### src/rtl/mmm_pkg.sv
// Shared memory-subsystem definitions: cache geometry and the icache refill FSM
// state type.
package mmm_pkg;

  localparam int XLEN            = 64;
  localparam int ICACHE_LINE_LEN = 1024;
  localparam int ICACHE_BEAT_LEN = 128;
  localparam int ICACHE_BEATS    = ICACHE_LINE_LEN / ICACHE_BEAT_LEN;

  typedef enum logic [2:0] {
    IDLE,
    REQ,
    REFILL,
    WRITE,
    DRAIN
  } refill_state_t;

  // Beat counter width; a single-beat line still needs a 1-bit counter.
  function automatic int cnt_width(input int beats);
    return (beats > 1) ? $clog2(beats) : 1;
  endfunction

endpackage

### src/rtl/icache_line_buf.sv
// Refill line assembly buffer: beat counter plus one register slice per beat,
// written in arrival order.
module icache_line_buf #(
  parameter int LINE_LEN = 1024,
  parameter int BEAT_LEN = 128,
  parameter int CNT_W    = 3
) (
  input  logic                clk,
  input  logic                rst_n,
  input  logic                clear,
  input  logic                beat_we,
  input  logic [BEAT_LEN-1:0] beat_data,
  output logic [CNT_W-1:0]    cnt,
  output logic                last,
  output logic [LINE_LEN-1:0] line
);

  localparam int BEATS = LINE_LEN / BEAT_LEN;

  logic [CNT_W-1:0] cnt_reg;

  assign cnt  = cnt_reg;
  assign last = (cnt_reg == CNT_W'(BEATS - 1));

  // Counter wraps to 0 after the last beat so the next refill starts clean.
  always_ff @(posedge clk) begin
    if (!rst_n || clear) begin
      cnt_reg <= '0;
    end else if (beat_we) begin
      cnt_reg <= last ? '0 : cnt_reg + CNT_W'(1);
    end
  end

  genvar gi;
  generate
    for (gi = 0; gi < BEATS; gi++) begin : g_beat
      logic [BEAT_LEN-1:0] slice_reg;

      always_ff @(posedge clk) begin
        if (!rst_n) begin
          slice_reg <= '0;
        end else if (beat_we && (cnt_reg == CNT_W'(gi))) begin
          slice_reg <= beat_data;
        end
      end

      assign line[gi*BEAT_LEN +: BEAT_LEN] = slice_reg;
    end
  endgenerate

endmodule

### src/rtl/icache_refill_ctrl.sv
// Instruction cache miss/refill controller. Optional performance counters are
// enabled with the ICACHE_REFILL_PERF_EN macro.
module icache_refill_ctrl
  import mmm_pkg::*;
#(
  parameter int LINE_LEN = ICACHE_LINE_LEN,
  parameter int BEAT_LEN = ICACHE_BEAT_LEN,
  parameter int ADDR_LEN = XLEN
) (
  input  logic                clk_i,
  input  logic                rst_n_i,
  input  logic                miss_i,
  input  logic [ADDR_LEN-1:0] miss_addr_i,
  input  logic                flush_i,
  output logic                mem_req_valid_o,
  input  logic                mem_req_ready_i,
  output logic [ADDR_LEN-1:0] mem_req_addr_o,
  input  logic                mem_rsp_valid_i,
  input  logic [BEAT_LEN-1:0] mem_rsp_data_i,
  output logic                mem_rsp_ready_o,
  output logic                wr_en_o,
  output logic [ADDR_LEN-1:0] wr_addr_o,
  output logic [LINE_LEN-1:0] wr_line_o,
  output logic                stall_o,
  output logic                refill_done_o
`ifdef ICACHE_REFILL_PERF_EN
  ,
  output logic [31:0]         miss_cnt_o,
  output logic [31:0]         stall_cnt_o
`endif
);

  localparam int BEATS = LINE_LEN / BEAT_LEN;
  localparam int OFS   = $clog2(LINE_LEN / 8);
  localparam int CNT_W = cnt_width(BEATS);
  localparam logic [ADDR_LEN-1:0] LINE_MASK = {{(ADDR_LEN-OFS){1'b1}}, {OFS{1'b0}}};

  refill_state_t       state_reg, state_next;
  logic                flush_seen_reg, flush_seen_next;
  logic [ADDR_LEN-1:0] addr_reg;
  logic [CNT_W-1:0]    beat_cnt;
  logic                beat_last;
  logic                beat_accept;
  logic                start;

  assign start       = (state_reg == IDLE) && miss_i && !flush_i;
  assign beat_accept = mem_rsp_valid_i && mem_rsp_ready_o;

  icache_line_buf #(
    .LINE_LEN (LINE_LEN),
    .BEAT_LEN (BEAT_LEN),
    .CNT_W    (CNT_W)
  ) u_line_buf (
    .clk       (clk_i),
    .rst_n     (rst_n_i),
    .clear     (start),
    .beat_we   (beat_accept),
    .beat_data (mem_rsp_data_i),
    .cnt       (beat_cnt),
    .last      (beat_last),
    .line      (wr_line_o)
  );

  always_ff @(posedge clk_i) begin
    if (!rst_n_i) begin
      state_reg      <= IDLE;
      flush_seen_reg <= 1'b0;
      addr_reg       <= '0;
    end else begin
      state_reg      <= state_next;
      flush_seen_reg <= flush_seen_next;
      if (start) begin
        addr_reg <= miss_addr_i & LINE_MASK;
      end
    end
  end

  always_comb begin
    state_next      = state_reg;
    flush_seen_next = 1'b0;
    case (state_reg)
      IDLE: begin
        if (start) state_next = REQ;
      end
      REQ: begin
        // A redirect anywhere in the request phase still lets the request
        // complete; the response is then drained rather than written.
        flush_seen_next = flush_seen_reg || flush_i;
        if (mem_req_ready_i) begin
          state_next      = (flush_seen_reg || flush_i) ? DRAIN : REFILL;
          flush_seen_next = 1'b0;
        end
      end
      REFILL: begin
        if (beat_accept && beat_last) begin
          state_next = flush_i ? IDLE : WRITE;
        end else if (flush_i) begin
          state_next = DRAIN;
        end
      end
      DRAIN: begin
        if (beat_accept && beat_last) state_next = IDLE;
      end
      WRITE:   state_next = IDLE;
      default: state_next = IDLE;
    endcase
  end

  always_comb begin
    mem_req_valid_o = 1'b0;
    mem_rsp_ready_o = 1'b0;
    wr_en_o         = 1'b0;
    refill_done_o   = 1'b0;
    stall_o         = (state_reg != IDLE);
    case (state_reg)
      REQ:           mem_req_valid_o = 1'b1;
      REFILL, DRAIN: mem_rsp_ready_o = 1'b1;
      WRITE: begin
        wr_en_o       = 1'b1;
        refill_done_o = 1'b1;
      end
      default: ;
    endcase
  end

  assign mem_req_addr_o = addr_reg;
  assign wr_addr_o      = addr_reg;

`ifdef ICACHE_REFILL_PERF_EN
  logic [31:0] miss_cnt_reg, stall_cnt_reg;

  always_ff @(posedge clk_i) begin
    if (!rst_n_i) begin
      miss_cnt_reg  <= '0;
      stall_cnt_reg <= '0;
    end else begin
      if (start && (miss_cnt_reg != '1)) miss_cnt_reg <= miss_cnt_reg + 32'd1;
      if (stall_o && (stall_cnt_reg != '1)) stall_cnt_reg <= stall_cnt_reg + 32'd1;
    end
  end

  assign miss_cnt_o  = miss_cnt_reg;
  assign stall_cnt_o = stall_cnt_reg;
`endif

endmodule

### config.mk
export PLATFORM = sky130hd
export DESIGN_NAME = icache_refill_ctrl
export DESIGN_NICKNAME = d
export VERILOG_FILES = /design/src/rtl/mmm_pkg.sv /design/src/rtl/icache_line_buf.sv /design/src/rtl/icache_refill_ctrl.sv
export SDC_FILE = /design/constraint.sdc
export NUM_CORES = 2
export LEC_CHECK = 0
export ABC_AREA = 1
export CAP_MARGIN = 20
export CORE_AREA = 2 2 535 537
export CTS_CLUSTER_DIAMETER = 30
export DETAILED_ROUTE_END_ITERATION = 12
export DIE_AREA = 0 0 537 539
export HOLD_SLACK_MARGIN = 0.12
export SETUP_SLACK_MARGIN = 0.3
export SYNTH_ARGS = -nofsm -noshare
export SYNTH_HDL_FRONTEND = slang
export SYNTH_SLANG_ARGS = --single-unit
### constraint.sdc
create_clock -name clk_i -period 2.4 [get_ports clk_i]
set_input_delay 0.48 -clock clk_i [delete_from_list [all_inputs] [get_ports clk_i]]
set_output_delay 0.48 -clock clk_i [all_outputs]
set_load 0.1 [all_outputs]
==> results.sh <==
export IMPL_status="complete, no violations"
export IMPL_crit_required_ns=1.92
export IMPL_synth_edf_count=0
export IMPL_synth_top_area_cell="sky130_fd_sc_hd__dfxtp_1"
export IMPL_critPathCaptureType="output port"
export IMPL_dieArea_um2=289000
export IMPL_post_synth_cell_area_avg_um2=8.14
export IMPL_cellLeakagePower_nw=26.3
export IMPL_cts_buffers_inserted=263
export IMPL_dp_final_hpwl_um=160000
export IMPL_synth_common_cells="sky130_fd_sc_hd__dfxtp_1 (1,088), sky130_fd_sc_hd__nand2_1 (1,040), sky130_fd_sc_hd__a21oi_1 (1,030), sky130_fd_sc_hd__nand4_1 (769), sky130_fd_sc_hd__clkbuf_1 (339)"
export IMPL_timing_max_transition_violations_final=0
export IMPL_ir_drop_v=0.000504
export IMPL_cts_sinks=1088
export IMPL_worst_setup_hold_path_clk_slew_ns=0.04
export IMPL_utilization_after_layout_pct=24.9
export IMPL_grt_overflow_total=0
export IMPL_layout_area_seq_um2=21800
export IMPL_numPortBuffers=1333
export IMPL_floorplan_row_count=196
export IMPL_worst_setup_path_type="flip-flop to output port"
export IMPL_clock_insertion_delay_worst_skew_ns=0.85
export IMPL_max_slew_headroom_pct=40.0
export IMPL_vias_in_the_first_global_route=42100
export IMPL_ctsRootBufferMaster="sky130_fd_sc_hd__clkbuf_16"
export IMPL_timing_final_crit_share_pct=93.3
export IMPL_route_detailed_vias_per_inst=4.48
export IMPL_number_of_flip_flops_in_the_largest_register=1024
export IMPL_synth_sequential_area_ratio_pct=51.9
export IMPL_fin_total_pwr_w=0.0664
export IMPL_yosys_cell_count_top_type="sky130_fd_sc_hd__dfxtp_1"
export IMPL_finalCriticalPeriod_ns=2.24
export IMPL_antenna_left=0
export IMPL_grt_max_degree=130
export IMPL_dr_total_vias=46800
export IMPL_cts_tree="done"
export IMPL_multi_input_area_um2=16500
export IMPL_fin_skew_ns=0.0550
export IMPL_critical_path_peak_fanout=5
export IMPL_drt_drc_violations_left=0
export IMPL_synth_flop_cell="sky130_fd_sc_hd__dfxtp_1"
export IMPL_postSynth_asyncResetShare_pct=0
export IMPL_dpl_instance_area_um2=56900
export IMPL_signed_area_change_from_the_synthesized_netlist_to_the_final_layout_pct=68.2
export IMPL_buffer_depth_of_the_longest_clock_path=4
export IMPL_ys_seq_elements=1088
export IMPL_synth_top_area_share_pct=51.9
export IMPL_groute_usage_overall_pct=14.9
export IMPL_finalWeightedCongestion=0.826
export IMPL_yosysUniqueCellTypes=26
export IMPL_reg2reg_depth=12
export IMPL_drt_iter0_markers=4396
export IMPL_fmax_mhz=446
export IMPL_number_of_maximum_capacitance_constraint_violations=0
export IMPL_wl_um=257000
export IMPL_hold_path_cell_count=3
export IMPL_top_level_ports=1355
export IMPL_wire_length_of_the_first_global_routing_pass_um=317000
export IMPL_die_width_um=537
export IMPL_nNetsFinal=6656
export IMPL_worst_hold_path_type="primary input to flip-flop"
export IMPL_final_hold_violation_count=0
export IMPL_initial_utilization_pct=14.8
export IMPL_syn_cell_area_um2=42000
export IMPL_grt_setup_unrepaired="yes"
export IMPL_power_per_cell_area_nw_per_um2=941
export IMPL_nFillCells=30500
export IMPL_synth_area_top_cells="sky130_fd_sc_hd__dfxtp_1 (52%), sky130_fd_sc_hd__a21oi_1 (12%), sky130_fd_sc_hd__nand4_1 (11%)"
export IMPL_yosysWarnings=0
export IMPL_die_h_um=539
export IMPL_setup_viol=0
export IMPL_syn_instance_count=5159
export IMPL_post_drt_wl_per_cell_um=24.7
export IMPL_core_area_um2=284000
export IMPL_post_route_cells_drive_above_1_share_pct=31.9
export IMPL_design_area_um2=70600
export IMPL_tightest_slew_ns=0.900
export IMPL_fin_hold_ws_ns=0.195
export IMPL_arrival_ns=1.76
export IMPL_startpoint_type="flip-flop"
export IMPL_antenna_found_initial=37
export IMPL_detail_route_first_pass_iterations=8
export IMPL_h_tree_levels=5
## power breakdown
group | switching (W) | internal (W) | total (W)
Combinational | 0.00613 | 0.00219 | 0.00833
Sequential | 0.000248 | 0.0184 | 0.0186
Clock | 0.0126 | 0.0269 | 0.0395
## worst paths after layout
check,startpoint,endpoint,slack (ns)
worst min-delay path,mem_rsp_data_i[103],u_line_buf.g_beat[3].slice_reg[103],0.19
worst min register to register,u_line_buf.g_beat[5].slice_reg[4],u_line_buf.g_beat[5].slice_reg[4],0.46
worst max register to register,state_reg[0],u_line_buf.g_beat[2].slice_reg[105],0.25
worst max-delay path,state_reg[2],mem_req_valid_o,0.16
## cell type report
cell class	count	area share (%)
repair inverters	1	0.0425
repair buffers	1773	25.0
flip-flops and latches	1088	30.9
well taps	3762	6.67
multi-input cells	3312	23.3
clock inverters	156	3.66
clock buffers	323	10.2
diodes	16	0.0567
inverters	13	0.135
## layer usage
layer	track usage, %	vias up	routed length, um
li1	-	20600	-
met3	5.04	699	26900
met4	8.57	12	17800
met1	17.9	22500	97400
met2	23.1	2937	115000
met5	0	-	80
## through the flow
stage,TNS (ns),std cells,setup WS [ns]
after floorplan,0,5172,0.218
after global placement,-2.03,9809,-0.0744
after detailed placement,-4.78,9809,-0.108
after CTS,0,10300,0.0686
after global routing,0,10400,0.0690
final,0,10400,0.160
## cells in the final DEF (no fill, tap or decap), types with 8 or more instances in the layout
master                            Yosys  routed
sky130_fd_sc_hd__buf_4              140    1234
sky130_fd_sc_hd__clkinvlp_4           0      25
sky130_fd_sc_hd__clkbuf_1           339      23
sky130_fd_sc_hd__clkinv_16            0      15
sky130_fd_sc_hd__clkbuf_16            0     325
sky130_fd_sc_hd__buf_6               44     101
sky130_fd_sc_hd__nor2_1             118     118
sky130_fd_sc_hd__buf_12               1     118
sky130_fd_sc_hd__conb_1               1      14
sky130_fd_sc_hd__buf_8                4      35
sky130_fd_sc_hd__nand4_1            769     769
sky130_fd_sc_hd__nand3_1            265     258
sky130_fd_sc_hd__bufinv_16            0      49
sky130_fd_sc_hd__nand2_1           1040    1032
sky130_fd_sc_hd__a21oi_1           1030     999
sky130_fd_sc_hd__o21ai_0             59      59
sky130_fd_sc_hd__dfxtp_2              0      15
sky130_fd_sc_hd__a21oi_2              0      31
sky130_fd_sc_hd__clkinv_4             0      12
sky130_fd_sc_hd__dfxtp_1           1088    1069
sky130_fd_sc_hd__diode_2              0      16
sky130_fd_sc_hd__nand2_2              1       8
sky130_fd_sc_hd__clkinv_2             0      42
sky130_fd_sc_hd__buf_16               0      34
sky130_fd_sc_hd__clkdlybuf4s50_1      0     187
sky130_fd_sc_hd__clkbuf_8             0      34
## critical path, stage by stage (launching register included)
cell	delay (ns)
sky130_fd_sc_hd__dfxtp_4	0.36
sky130_fd_sc_hd__nor3_4	0.31
sky130_fd_sc_hd__buf_12	0.22
## what timing repair did
item                                    4_1_cts  5_1_grt
resized for setup                           151      177
hold buffers                                  1        0
buffers inserted                             15       41
pin swaps                                     4       20
endpoints found under the setup margin      146      683
cloned                                        4       79
endpoints found under the hold margin        52        0
## logic make-up (layout without fill, tap and decap cells)
kind of cell	count (synthesis)	count (layout)	share of synthesized area, %
other cells	1	30	0.00893
flops	1088	1088	51.9
simple gates	2200	2200	25.1
buf+inv	772	2266	9.76
compound gates	1092	1092	13.0
fa+ha+maj	6	6	0.179
Power figures use the tool's default switching activity.
